--- config.mk ---
export PLATFORM = sky130hd
export DESIGN_NAME = seg_pipe_adder
export DESIGN_NICKNAME = d
export VERILOG_FILES = /design/src/rtl/seg_pipe_adder.sv
export SDC_FILE = /design/constraint.sdc
export NUM_CORES = 1
export LEC_CHECK = 0
export ABC_AREA = 1
export BUFFER_PORTS_ARGS = -buffer_cell sky130_fd_sc_hd__buf_2
export CAP_MARGIN = 20
export CELL_PAD_IN_SITES_DETAIL_PLACEMENT = 0
export CELL_PAD_IN_SITES_GLOBAL_PLACEMENT = 1
export CORE_UTILIZATION = 36
export CTS_BUF_LIST = sky130_fd_sc_hd__clkbuf_4 sky130_fd_sc_hd__clkbuf_8 sky130_fd_sc_hd__clkbuf_16
export DETAILED_ROUTE_END_ITERATION = 8
export PLACE_DENSITY_LB_ADDON = 0.15
export SLEW_MARGIN = 20
export SYNTH_ARGS = -nofsm -noshare
export SYNTH_HDL_FRONTEND = slang
export SYNTH_SLANG_ARGS = --single-unit
--- constraint.sdc ---
create_clock -name clk -period 1.95 [get_ports clk]
set_input_delay 0.195 -clock clk [delete_from_list [all_inputs] [get_ports clk]]
set_output_delay 0.195 -clock clk [all_outputs]
set_load 0.01 [all_outputs]
--- src/rtl/seg_pipe_adder.sv ---
// seg_pipe_adder: segmented pipelined adder. Each stage adds SEG bits, and the carry is registered between stages.
// Latency: STAGES = WIDTH/SEG cycles from acceptance to out_valid. Throughput is one beat per cycle.
// Backpressure: every stage advances together when !out_valid || out_ready. in_ready is that advance term.
//
// Ports: clk, resetn (async, active-low); in_valid/in_ready with a, b, cin;
//        out_valid/out_ready with sum, cout (and ovf when SEG_PIPE_ADDER_OVF_EN is defined).
// Optional feature macro: SEG_PIPE_ADDER_OVF_EN adds the registered two's-complement overflow output ovf.
// WIDTH must be an integer multiple of SEG.
module seg_pipe_adder #(
    parameter int WIDTH = 32,
    parameter int SEG   = 16
) (
    input  logic             clk,
    input  logic             resetn,
    input  logic             in_valid,
    output logic             in_ready,
    input  logic [WIDTH-1:0] a,
    input  logic [WIDTH-1:0] b,
    input  logic             cin,
    output logic             out_valid,
    input  logic             out_ready,
    output logic [WIDTH-1:0] sum,
`ifdef SEG_PIPE_ADDER_OVF_EN
    output logic             ovf,
`endif
    output logic             cout
);
    localparam int STAGES = WIDTH / SEG;

    // A single advance term drives the whole pipe. Bubbles move along with beats,
    // so the design keeps beat order and never collapses a bubble.
    logic w_adv;
    assign w_adv    = !out_valid || out_ready;
    assign in_ready = w_adv;

    genvar k;
    generate
        for (k = 0; k < STAGES; k++) begin : g_st
            // Operand bits not yet added when a beat enters stage k.
            // The lowest SEG of these bits are added in this stage.
            localparam int REM = WIDTH - k*SEG;

            logic [REM-1:0]       w_a;
            logic [REM-1:0]       w_b;
            logic                 w_ci;
            logic                 w_vi;
            logic [SEG:0]         w_add;
            logic [(k+1)*SEG-1:0] w_sum_nxt;

            logic                 r_vld;
            logic [(k+1)*SEG-1:0] r_sum;
            logic                 r_cy;

            assign w_add = {1'b0, w_a[SEG-1:0]} + {1'b0, w_b[SEG-1:0]} + {{SEG{1'b0}}, w_ci};

            if (k == 0) begin : g_in
                assign w_a       = a;
                assign w_b       = b;
                assign w_ci      = cin;
                assign w_vi      = in_valid;
                assign w_sum_nxt = w_add[SEG-1:0];
            end else begin : g_in
                assign w_a       = g_st[k-1].g_rest.r_a;
                assign w_b       = g_st[k-1].g_rest.r_b;
                assign w_ci      = g_st[k-1].r_cy;
                assign w_vi      = g_st[k-1].r_vld;
                // The new segment goes above the segments that earlier stages completed.
                assign w_sum_nxt = {w_add[SEG-1:0], g_st[k-1].r_sum};
            end

            always_ff @(posedge clk or negedge resetn) begin
                if (!resetn) begin
                    r_vld <= 1'b0;
                    r_sum <= '0;
                    r_cy  <= 1'b0;
                end else if (w_adv) begin
                    r_vld <= w_vi;
                    r_sum <= w_sum_nxt;
                    r_cy  <= w_add[SEG];
                end
            end

            // Upper operand segments are carried forward only while some remain to add.
            if (REM > SEG) begin : g_rest
                logic [REM-SEG-1:0] r_a;
                logic [REM-SEG-1:0] r_b;

                always_ff @(posedge clk or negedge resetn) begin
                    if (!resetn) begin
                        r_a <= '0;
                        r_b <= '0;
                    end else if (w_adv) begin
                        r_a <= w_a[REM-1:SEG];
                        r_b <= w_b[REM-1:SEG];
                    end
                end
            end

`ifdef SEG_PIPE_ADDER_OVF_EN
            // The operand MSBs and the sum MSB all fall in the last segment,
            // so the last stage can compute overflow directly.
            if (k == STAGES-1) begin : g_ovf
                logic r_ovf;

                always_ff @(posedge clk or negedge resetn) begin
                    if (!resetn) begin
                        r_ovf <= 1'b0;
                    end else if (w_adv) begin
                        r_ovf <= (w_a[SEG-1] == w_b[SEG-1]) && (w_add[SEG-1] != w_a[SEG-1]);
                    end
                end
            end
`endif
        end
    endgenerate

    assign out_valid = g_st[STAGES-1].r_vld;
    assign sum       = g_st[STAGES-1].r_sum;
    assign cout      = g_st[STAGES-1].r_cy;
`ifdef SEG_PIPE_ADDER_OVF_EN
    assign ovf       = g_st[STAGES-1].g_ovf.r_ovf;
`endif

endmodule

==> flow_summary.yaml <==
run_status:
  outcome: "complete, no violations"
worst_setup_path:
  r2r_end: "sum[24]$_DFFE_PN0P_"
  worst-r2r-setup-slack_ns: 0.03
  crit_path_end_kind: "register"
  crit_fanout: 3
  start_kind: "register"
  critPathKind: "register to register"
  rr_worst_depth: 10
  crit_required_ns: 2.19
  crit_arrival_ns: 2.16
  r2r-start: "g_st[0].g_rest.r_b[0]$_DFFE_PN0P_"
sta:
  fmax_ghz: 0.521
  worstMarginPinSlew_ns: 0.421
  final_hold_viol_count: 0
  finalMaxSlewViolations: 0
  min_period_ns: 1.92
  post-route-worst-setup-slack_ns: 0.0318
  whs_ns: 0.0366
  max-slew-margin-rel_pct: 71.9
  rsz0062_at_grt: "true"
  finClkSkew_ns: 0.00780
  setup_viol_count_final: 0
  finalCritPeriodShare_pct: 98.4
logic_synthesis:
  async_flop_share_pct: 100
  seq_area_frac_synth_pct: 42.2
  synth_flop_cell: "dfrtp_1"
  yosysWarnings: 0
  syn_nets: 800
  syn_area_per_cell_um2: 7.14
  ys_seq_elements: 84
  yosysUniqueCellTypes: 25
  synth-edff-count: 0
  synthCells: 697
  syn_area_um2: 4980
floorplan:
  ios: 104
  core.rowCount: 42
  coreArea_um2: 13300
  start_util_pct: 37.3
  die_y_um: 120
  die-area_um2: 14300
  die-width_um: 120
power:
  ir_worst_vdd_mv: 0.550
  power_density_nw_per_um2: 1010
  static-leakage-power_nw: 3.52
route:
  drt-total-wl_um: 12200
  drtPass1Iterations: 4
  viasPerCell: 4.51
  num_vias: 4442
  drc: 0
  ant_nets: 0
  wire_per_inst_um: 12.4
  first_iter_violations: 185
finish:
  postLayoutCoreUtil_pct: 45.6
  areaGrowthSynthToFinish_pct: 22.3
  nets: 908
  drive_gt1_share_pct: 18.9
  final_common_cell: "nand2_1"
  most-common-layout-cells: "341 x nand2_1, 102 x buf_2, 84 x dfrtp_1, 77 x inv_1"
  diodes: 0
cts:
  root_buffer: "clkbuf_16"
  clock_sinks: 84
  clk_latency_ns: 0.35
  cts_tree: "built"
  clk_pin_slew_ns: 0.06
  clk_path_buf_depth: 2
  cts_buffers: 9
  htree_num_levels: 3
place:
  dp_hpwl_um: 9060
  globalplace.congestion: 0.829
  io_buffers: 103
  dp_slack_ns: -0.122
global_route:
  grt_remaining_overflow: 0
  grt_pass1_wl_um: 20400
  track_usage_pct: 18.3
  grt_antenna_before_repair: 0
  grt_pass1_vias: 4320
  grt_start_max_net_pins: 89
run:
  drv_cap: 0
min_path:
  min_to: "g_st[0].g_rest.r_b[7]$_DFFE_PN0P_"
  min_path_type: "primary input to register"
  min-delay-start: "b[23]"
  hold_depth: 3
-- cell type report --
class                   instances  area (um2)
clock buffers                  10         233
clock inverters                 6        55.1
repair buffers                114         641
inverters                      78         293
well taps                     176         220
flip-flops and latches         84        2100
multi-input cells             518        2540
fillers                      1415        7260
-- registers in the layout, indices dropped and copies added (netlist names) --
name	count
cout	1
g_st.g_rest.r_a	16
g_st.g_rest.r_b	16
g_st.r_cy	1
g_st.r_sum	16
g_st.r_vld	1
out_valid	1
sum	32
-- per-stage QoR --
| stage | TNS (ns) | cells | cell area (um2) | total power, mW |
|---|---|---|---|---|
| final | 0 | 986 | 6080 | 6.13 |
| after global routing | -0.367 | 986 | 6080 | 6.61 |
| after CTS | 0 | 984 | 6050 | 6.19 |
| after detailed placement | -0.516 | 967 | 5740 | 4.45 |
| after global placement | -0.221 | 967 | 5740 | 4.42 |
| after floorplan | 0 | 697 | 4980 | 3.68 |
-- power by group --
group	leakage, nW	switching, mW	internal, mW
clock	0.149	0.699	0.995
combinational	2.37	1.23	0.809
sequential	1.00	0.249	2.15
total	3.52	2.18	3.96
-- how the worst max path moves through the flow --
stage	from	cells after the start	slack [ns]	endpoint
3_5_place_dp	g_st[0].r_cy$_DFFE_PN0P_	9	-0.12	sum[22]$_DFFE_PN0P_
3_3_place_gp	g_st[0].r_cy$_DFFE_PN0P_	9	-0.07	sum[22]$_DFFE_PN0P_
2_1_floorplan	g_st[0].r_cy$_DFFE_PN0P_	10	0.02	sum[24]$_DFFE_PN0P_
5_1_grt	g_st[0].g_rest.r_b[0]$_DFFE_PN0P_	10	-0.09	sum[30]$_DFFE_PN0P_
6_report	g_st[0].g_rest.r_b[0]$_DFFE_PN0P_	10	0.03	sum[24]$_DFFE_PN0P_
4_1_cts	g_st[0].r_cy$_DFFE_PN0P_	10	0.01	sum[24]$_DFFE_PN0P_
-- what timing repair did --
action                                  4_1_cts  5_1_grt
endpoints found under the setup margin        7        7
hold endpoints to repair                     18        0
pin swaps                                     0        3
gates resized for setup                       3        6
hold buffers                                  1        0
setup buffers                                 0        2
-- Yosys cell counts (3+ instances only) --
library cell | instances | area, um2
nor2_1 | 28 | 105
dfrtp_1 | 84 | 2100
or2_1 | 5 | 31.3
a21oi_1 | 18 | 90.1
nand2_1 | 346 | 1300
ha_1 | 30 | 375
nand3_1 | 31 | 155
clkbuf_1 | 11 | 41.3
nor3_1 | 6 | 30.0
buf_2 | 6 | 30.0
xor2_1 | 3 | 26.3
nand3_2 | 4 | 40.0
nand2_2 | 7 | 43.8
inv_1 | 77 | 289
xnor2_1 | 5 | 43.8
o21ai_0 | 15 | 75.1
fa_1 | 4 | 80.1
nand3b_1 | 6 | 45.0
-- worst max-delay path, cell delays in order, from the launching register on --
cell and delay [ns]:
dfrtp_1 0.40, fa_2 0.42, fa_2 0.36, nand2_2 0.09, nand2_2 0.06, and2_4 0.16, nand2_2 0.06, nand2_2 0.05
xor2_1 0.13, nand2_1 0.06, nand2_1 0.04
-- per-layer routing --
layer  track usage, %  wire [um]  vias to the layer above
met3             4.28        544                       18
li1                 -          -                     2345
met4             7.03        210                        0
met5                0          0                        -
met2             27.1       5120                       89
met1             25.9       6350                     1990
-- cell families (layout without fill, tap and decap cells) --
group | Yosys count | after routing | synth area share (%)
XOR/XNOR | 8 | 8 | 1.41
AND/OR/NAND/NOR | 440 | 440 | 36.2
adder cells (fa/ha/maj) | 34 | 34 | 9.15
buffers and inverters | 95 | 208 | 7.32
AO/OA/AOI/OAI | 36 | 36 | 3.65
flip-flops | 84 | 84 | 42.2
No activity file was read; power rests on OpenSTA's default activity.
